===== src/rtl/mul_chunked_pkg.sv =====
// Shared types and mode encodings for the chunked iterative multiplier.
package mul_chunked_pkg;

  typedef enum logic {
    MUL_IDLE = 1'b0,
    MUL_CALC = 1'b1
  } mul_chunk_state_e;

  localparam logic [1:0] MUL_MODE_UU = 2'b00;
  localparam logic [1:0] MUL_MODE_SU = 2'b01;
  localparam logic [1:0] MUL_MODE_SS = 2'b11;

endpackage


===== src/rtl/mul_chunked_partial_product.sv =====
// Combinational signed (XLEN+1) x (CHUNK+1) multiply producing one partial product.
module mul_partial_product
  import mul_chunked_pkg::*;
#(
  parameter int XLEN  = 32,
  parameter int CHUNK = 16
) (
  input  logic signed [XLEN:0]         a_i,
  input  logic signed [CHUNK:0]        d_i,
  output logic signed [XLEN+CHUNK+1:0] p_o
);

  localparam int PW = XLEN + CHUNK + 2;

  logic signed [PW-1:0] a_ext_s;
  logic signed [PW-1:0] d_ext_s;

  assign a_ext_s = {{(CHUNK + 1){a_i[XLEN]}}, a_i};
  assign d_ext_s = {{(XLEN + 1){d_i[CHUNK]}}, d_i};
  assign p_o     = a_ext_s * d_ext_s;

endmodule


===== src/rtl/mul_chunked.sv =====
// Iterative XLEN x XLEN multiplier consuming one CHUNK-bit digit of B per cycle.
// Optional MUL_EARLY_OUT_EN: zero operands finish in a single cycle from idle.
module mul_chunked
  import mul_chunked_pkg::*;
#(
  parameter int XLEN  = 32,
  parameter int CHUNK = 16
) (
  input  logic            clk,
  input  logic            reset_n,
  input  logic            stall,
  input  logic            enable_i,
  input  logic [XLEN-1:0] first_operand_i,
  input  logic [XLEN-1:0] second_operand_i,
  input  logic [1:0]      signed_mode_i,
  input  logic            mul_low_i,
  output logic            hold_o,
  output logic [XLEN-1:0] result_o
);

  localparam int N   = XLEN / CHUNK;
  localparam int CW  = (N > 1) ? $clog2(N) : 1;
  localparam int PW  = XLEN + CHUNK + 2;
  localparam int EW  = PW + 2 * XLEN;
  localparam int SW  = $clog2(EW) + 1;
  localparam int AW  = 2 * XLEN;
  localparam bit MULTI = (N > 1);
  localparam logic [CW-1:0] CNT_LAST = CW'(N - 1);

  mul_chunk_state_e  state_q;
  logic [CW-1:0]     cnt_q;
  logic [AW-1:0]     accum_q;

  logic [SW-1:0]          shamt_s;
  logic [CHUNK-1:0]       digit_s;
  logic                   top_s;
  logic signed [XLEN:0]   a_ext_s;
  logic signed [CHUNK:0]  d_ext_s;
  logic signed [PW-1:0]   prod_s;
  logic [AW-1:0]          pp_s;
  logic [AW-1:0]          sum_s;
  logic                   early_s;
  logic                   last_cycle_s;

  // In idle cnt_q is 0, so the same digit path yields pp_0 straight from the ports.
  assign shamt_s = SW'(cnt_q) * SW'(CHUNK);
  assign digit_s = CHUNK'(second_operand_i >> shamt_s);
  assign top_s   = (cnt_q == CNT_LAST);
  assign a_ext_s = {signed_mode_i[0] & first_operand_i[XLEN-1], first_operand_i};
  assign d_ext_s = {top_s & signed_mode_i[1] & digit_s[CHUNK-1], digit_s};

  mul_partial_product #(
    .XLEN  (XLEN),
    .CHUNK (CHUNK)
  ) u_pp (
    .a_i (a_ext_s),
    .d_i (d_ext_s),
    .p_o (prod_s)
  );

  assign pp_s  = AW'({{AW{prod_s[PW-1]}}, prod_s} << shamt_s);
  assign sum_s = accum_q + pp_s;

`ifdef MUL_EARLY_OUT_EN
  assign early_s = enable_i & (state_q == MUL_IDLE) &
                   ((first_operand_i == {XLEN{1'b0}}) | (second_operand_i == {XLEN{1'b0}}));
`else
  assign early_s = 1'b0;
`endif

  assign last_cycle_s = early_s |
                        (enable_i & (((state_q == MUL_IDLE) & ~MULTI) |
                                     ((state_q == MUL_CALC) & top_s)));

  // Handshake and result slice; both forced low while reset is asserted.
  always_comb begin
    hold_o   = 1'b0;
    result_o = {XLEN{1'b0}};
    if (!reset_n) begin
      hold_o   = 1'b0;
      result_o = {XLEN{1'b0}};
    end else begin
      hold_o = enable_i & ~last_cycle_s;
      if (last_cycle_s & ~early_s) begin
        result_o = mul_low_i ? sum_s[XLEN-1:0] : sum_s[AW-1:XLEN];
      end else begin
        result_o = {XLEN{1'b0}};
      end
    end
  end

  // Sequencer: accumulates one partial product per unstalled cycle.
  always_ff @(posedge clk or negedge reset_n) begin
    if (!reset_n) begin
      state_q <= MUL_IDLE;
      cnt_q   <= {CW{1'b0}};
      accum_q <= {AW{1'b0}};
    end else if (!stall) begin
      case (state_q)
        MUL_IDLE: begin
          if (enable_i & MULTI & ~early_s) begin
            accum_q <= pp_s;
            cnt_q   <= CW'(1);
            state_q <= MUL_CALC;
          end
        end
        MUL_CALC: begin
          if (!enable_i || top_s) begin
            state_q <= MUL_IDLE;
            cnt_q   <= {CW{1'b0}};
            accum_q <= {AW{1'b0}};
          end else begin
            accum_q <= sum_s;
            cnt_q   <= cnt_q + CW'(1);
          end
        end
        default: begin
          state_q <= MUL_IDLE;
          cnt_q   <= {CW{1'b0}};
          accum_q <= {AW{1'b0}};
        end
      endcase
    end
  end

endmodule

===== config.mk =====
export PLATFORM = sky130hd
export DESIGN_NAME = mul_chunked
export DESIGN_NICKNAME = d
export VERILOG_FILES = /design/src/rtl/mul_chunked_pkg.sv /design/src/rtl/mul_chunked_partial_product.sv /design/src/rtl/mul_chunked.sv
export SDC_FILE = /design/constraint.sdc
export NUM_CORES = 2
export LEC_CHECK = 0
export CAP_MARGIN = 20
export CORE_MARGIN = 5
export CORE_UTILIZATION = 27
export DETAILED_ROUTE_END_ITERATION = 8
export HOLD_SLACK_MARGIN = 0.15
export PLACE_DENSITY_LB_ADDON = 0.2
export REMOVE_ABC_BUFFERS = 1
export SLEW_MARGIN = 0
export SYNTH_ARGS = -nofsm -noshare
export SYNTH_HDL_FRONTEND = slang
export SYNTH_SLANG_ARGS = --single-unit
export TNS_END_PERCENT = 30

===== constraint.sdc =====
create_clock -name clk -period 19.2 [get_ports clk]
set_input_delay 5.76 -clock clk [delete_from_list [all_inputs] [get_ports clk]]
set_output_delay 5.76 -clock clk [all_outputs]
set_load 0.05 [all_outputs]

==> metrics <==
status=finished with violations; failing checks=negative setup slack; total wire length=108 mm; fillcell total=10488; R2R Setup Slk=9.40 ns; maxcap violations=0; Num CTS Buffers=9; Final WS setup=-1.15 ns; Final Non-Filler Cells=5521; synth unique cells=81; measured slew at the worst slew-check pin=0.997 ns; RSZ-0062 raised after global routing=true; clock skew=0.0145 ns; FF+latch count, synth=66; Hold Buf Count CTS=0; worst path buffer plus inverter count=10; die width=330 um; gpl congestion=0.899; clock slew at reported path FFs=0.06 ns; total track usage=0.183; CTS Root Buffer Type=clkbuf_16; most common cell in the synthesized netlist=inv_1; # H-tree levels=3; Worst-Skew Late Latency=0.38 ns; cell mode on critical path=fa_1; Hold Slack=0.491 ns; Main synth FF type=dfrtp_1; port bufs=103; mean post-synth cell area=8.26 um2; vias in the first global route=27301; post-synthesis cell area=27700 um2; worst r2r src=cnt_q; Post-route DRC=0; CTS tree=done; CP Max Fanout=7; Worst Setup End Kind=primary output; antenna viol nets, final=0; Initial DRC Count=1323; Max Freq=0.0491 GHz; Setup TNS Final=-27.73 ns; CP Data Arrival Time=14.59 ns; Synth area leaders=fa_1 39%, inv_1 8.7%, ha_1 8.4%, nand2_1 6.4%, dfrtp_1 6.0%; Post-synth top cells=639 x inv_1, 537 x fa_1, 471 x nand2_1, 191 x nor2_1, 185 x ha_1; largest net degree at the start of global routing=79; die area=109000 um2; CORE AREA=102000 um2; Critical Path Slowest Stage Cell=fa_1; Final Max Tran Viols=0; Post-synth ARST share=1.00; CTS max path bufs=2; final hold vios=0; Setup violations, final=32; FF-to-FF path depth=37; reg2reg end=accum_q[59]; Avg WL per Cell=19.5 um; Syn-to-layout area delta=45.2%; Starting Density=0.272; crit share post-route=1.06; DP Wirelength=82.8 mm; fin crit period=20.35 ns; post-synthesis sequential area ratio=0.0596; cell family with most CP delay=adder cells; DR pass1 iterations=5; hold path depth=2; CTS sink cnt=66; required time of the critical path=13.44 ns; standard-cell rows=117; Via density=4.69; initial antenna violation count=2; share of layout cells above drive strength 1=0.320; Synth area leader=fa_1; Finished Core Util=0.395; first-pass GRT wire length=157 mm; Post-Place Cells=5386; Synth top area share=0.388; number of synthesized flops with an enable pin=0; via count=25911; slew margin rel.=0.335; hold path start=accum_q[0]; worst hold path type=reg2reg; hold path endpoint=accum_q[0]; Layout Nets=4941; # diodes=0; crit start category=input port; total grt overflow=0; CP Class=in2out; post-synthesis cell count=3351; Ys Warns=0; IO Pins=104; crit-path max cell delay=0.58 ns; Die Ht=330 um
-- per-stage QoR --
stage / setup WS (ns) / instance area, um2
after floorplan: -1.87 / 27000
after global placement: -2.00 / 36100
after detailed placement: -1.99 / 36100
after CTS: -1.54 / 37300
after global routing: -1.45 / 40200
final: -1.15 / 40200
-- metal layers --
layer / share of wire / track usage / vias up
met3: 0.051 / 0.0162 / 99
met2: 0.48 / 0.326 / 526
met1: 0.45 / 0.245 / 13184
li1: - / - / 12102
met5: 0 / 0 / -
met4: 0.022 / 0.0368 / 0
-- placed cells by master (no fill, tap or decap), types with 58 or more instances in the layout --
| master | instances |
|---|---|
| a21o_1 | 62 |
| a21oi_1 | 105 |
| and2_1 | 135 |
| buf_12 | 72 |
| buf_4 | 747 |
| dfrtp_1 | 65 |
| fa_1 | 513 |
| ha_1 | 146 |
| inv_1 | 614 |
| nand2_1 | 428 |
| nor2_1 | 175 |
| nor2b_1 | 82 |
| o21ai_0 | 58 |
-- logic make-up after synthesis --
group                      count (synthesis)  synth area share
DFF                                       66            0.0596
and+or+nand+nor                         1050             0.176
adders and majority gates                722             0.472
buffers and inverters                    820             0.112
muxes                                     46            0.0179
AOI/OAI and AO/OA                        538             0.128
xor gates and xnor gates                 109            0.0345
-- worst register-to-register path, delay by kind of cell, from the launching register on --
family | cells | cell delay (ns)
muxes | 2 | 0.70
buffers and inverters | 12 | 2.09
adders and majority gates | 7 | 3.13
AOI/OAI and AO/OA | 6 | 1.42
and+or+nand+nor | 8 | 1.31
xor gates and xnor gates | 2 | 0.21
DFF | 1 | 0.81
-- cell type report --
class,instances,area [um2],area share
Clock inverter,2,35.0,0.000872
Tap cell,1368,1710,0.0426
Multi-Input combinational cell,2469,25300,0.629
Inverter,641,2410,0.0599
Clock buffer,14,264,0.00657
Sequential cell,66,1660,0.0412
Timing Repair Buffer,961,8820,0.220
-- state kept, by name, indices dropped and copies added, names as in the netlist --
register and flops:
cnt_q 1, state_q 1, accum_q 64
-- repair_timing --
| action | 4_1_cts | 5_1_grt |
|---|---|---|
| gates resized for setup | 159 | 497 |
| endpoints found under the setup margin | 32 | 32 |
| pin swaps | 44 | 181 |
| gates cloned | 0 | 21 |
| buffers inserted | 16 | 89 |
-- worst max path at each step --
| stage | start | end | slack, ns | cells after the start |
|---|---|---|---|---|
| global placement | second_operand_i[21] | result_o[16] | -2.00 | 37 |
| detailed placement | second_operand_i[21] | result_o[16] | -1.99 | 37 |
| CTS | second_operand_i[18] | result_o[31] | -1.54 | 38 |
| floorplan | second_operand_i[16] | result_o[31] | -1.87 | 29 |
| global route | second_operand_i[5] | result_o[31] | -1.45 | 38 |
| finish | first_operand_i[18] | result_o[31] | -1.15 | 37 |
Power is not shown: default switching activity piles up to over one toggle a cycle in this logic, so the estimate is an artifact.
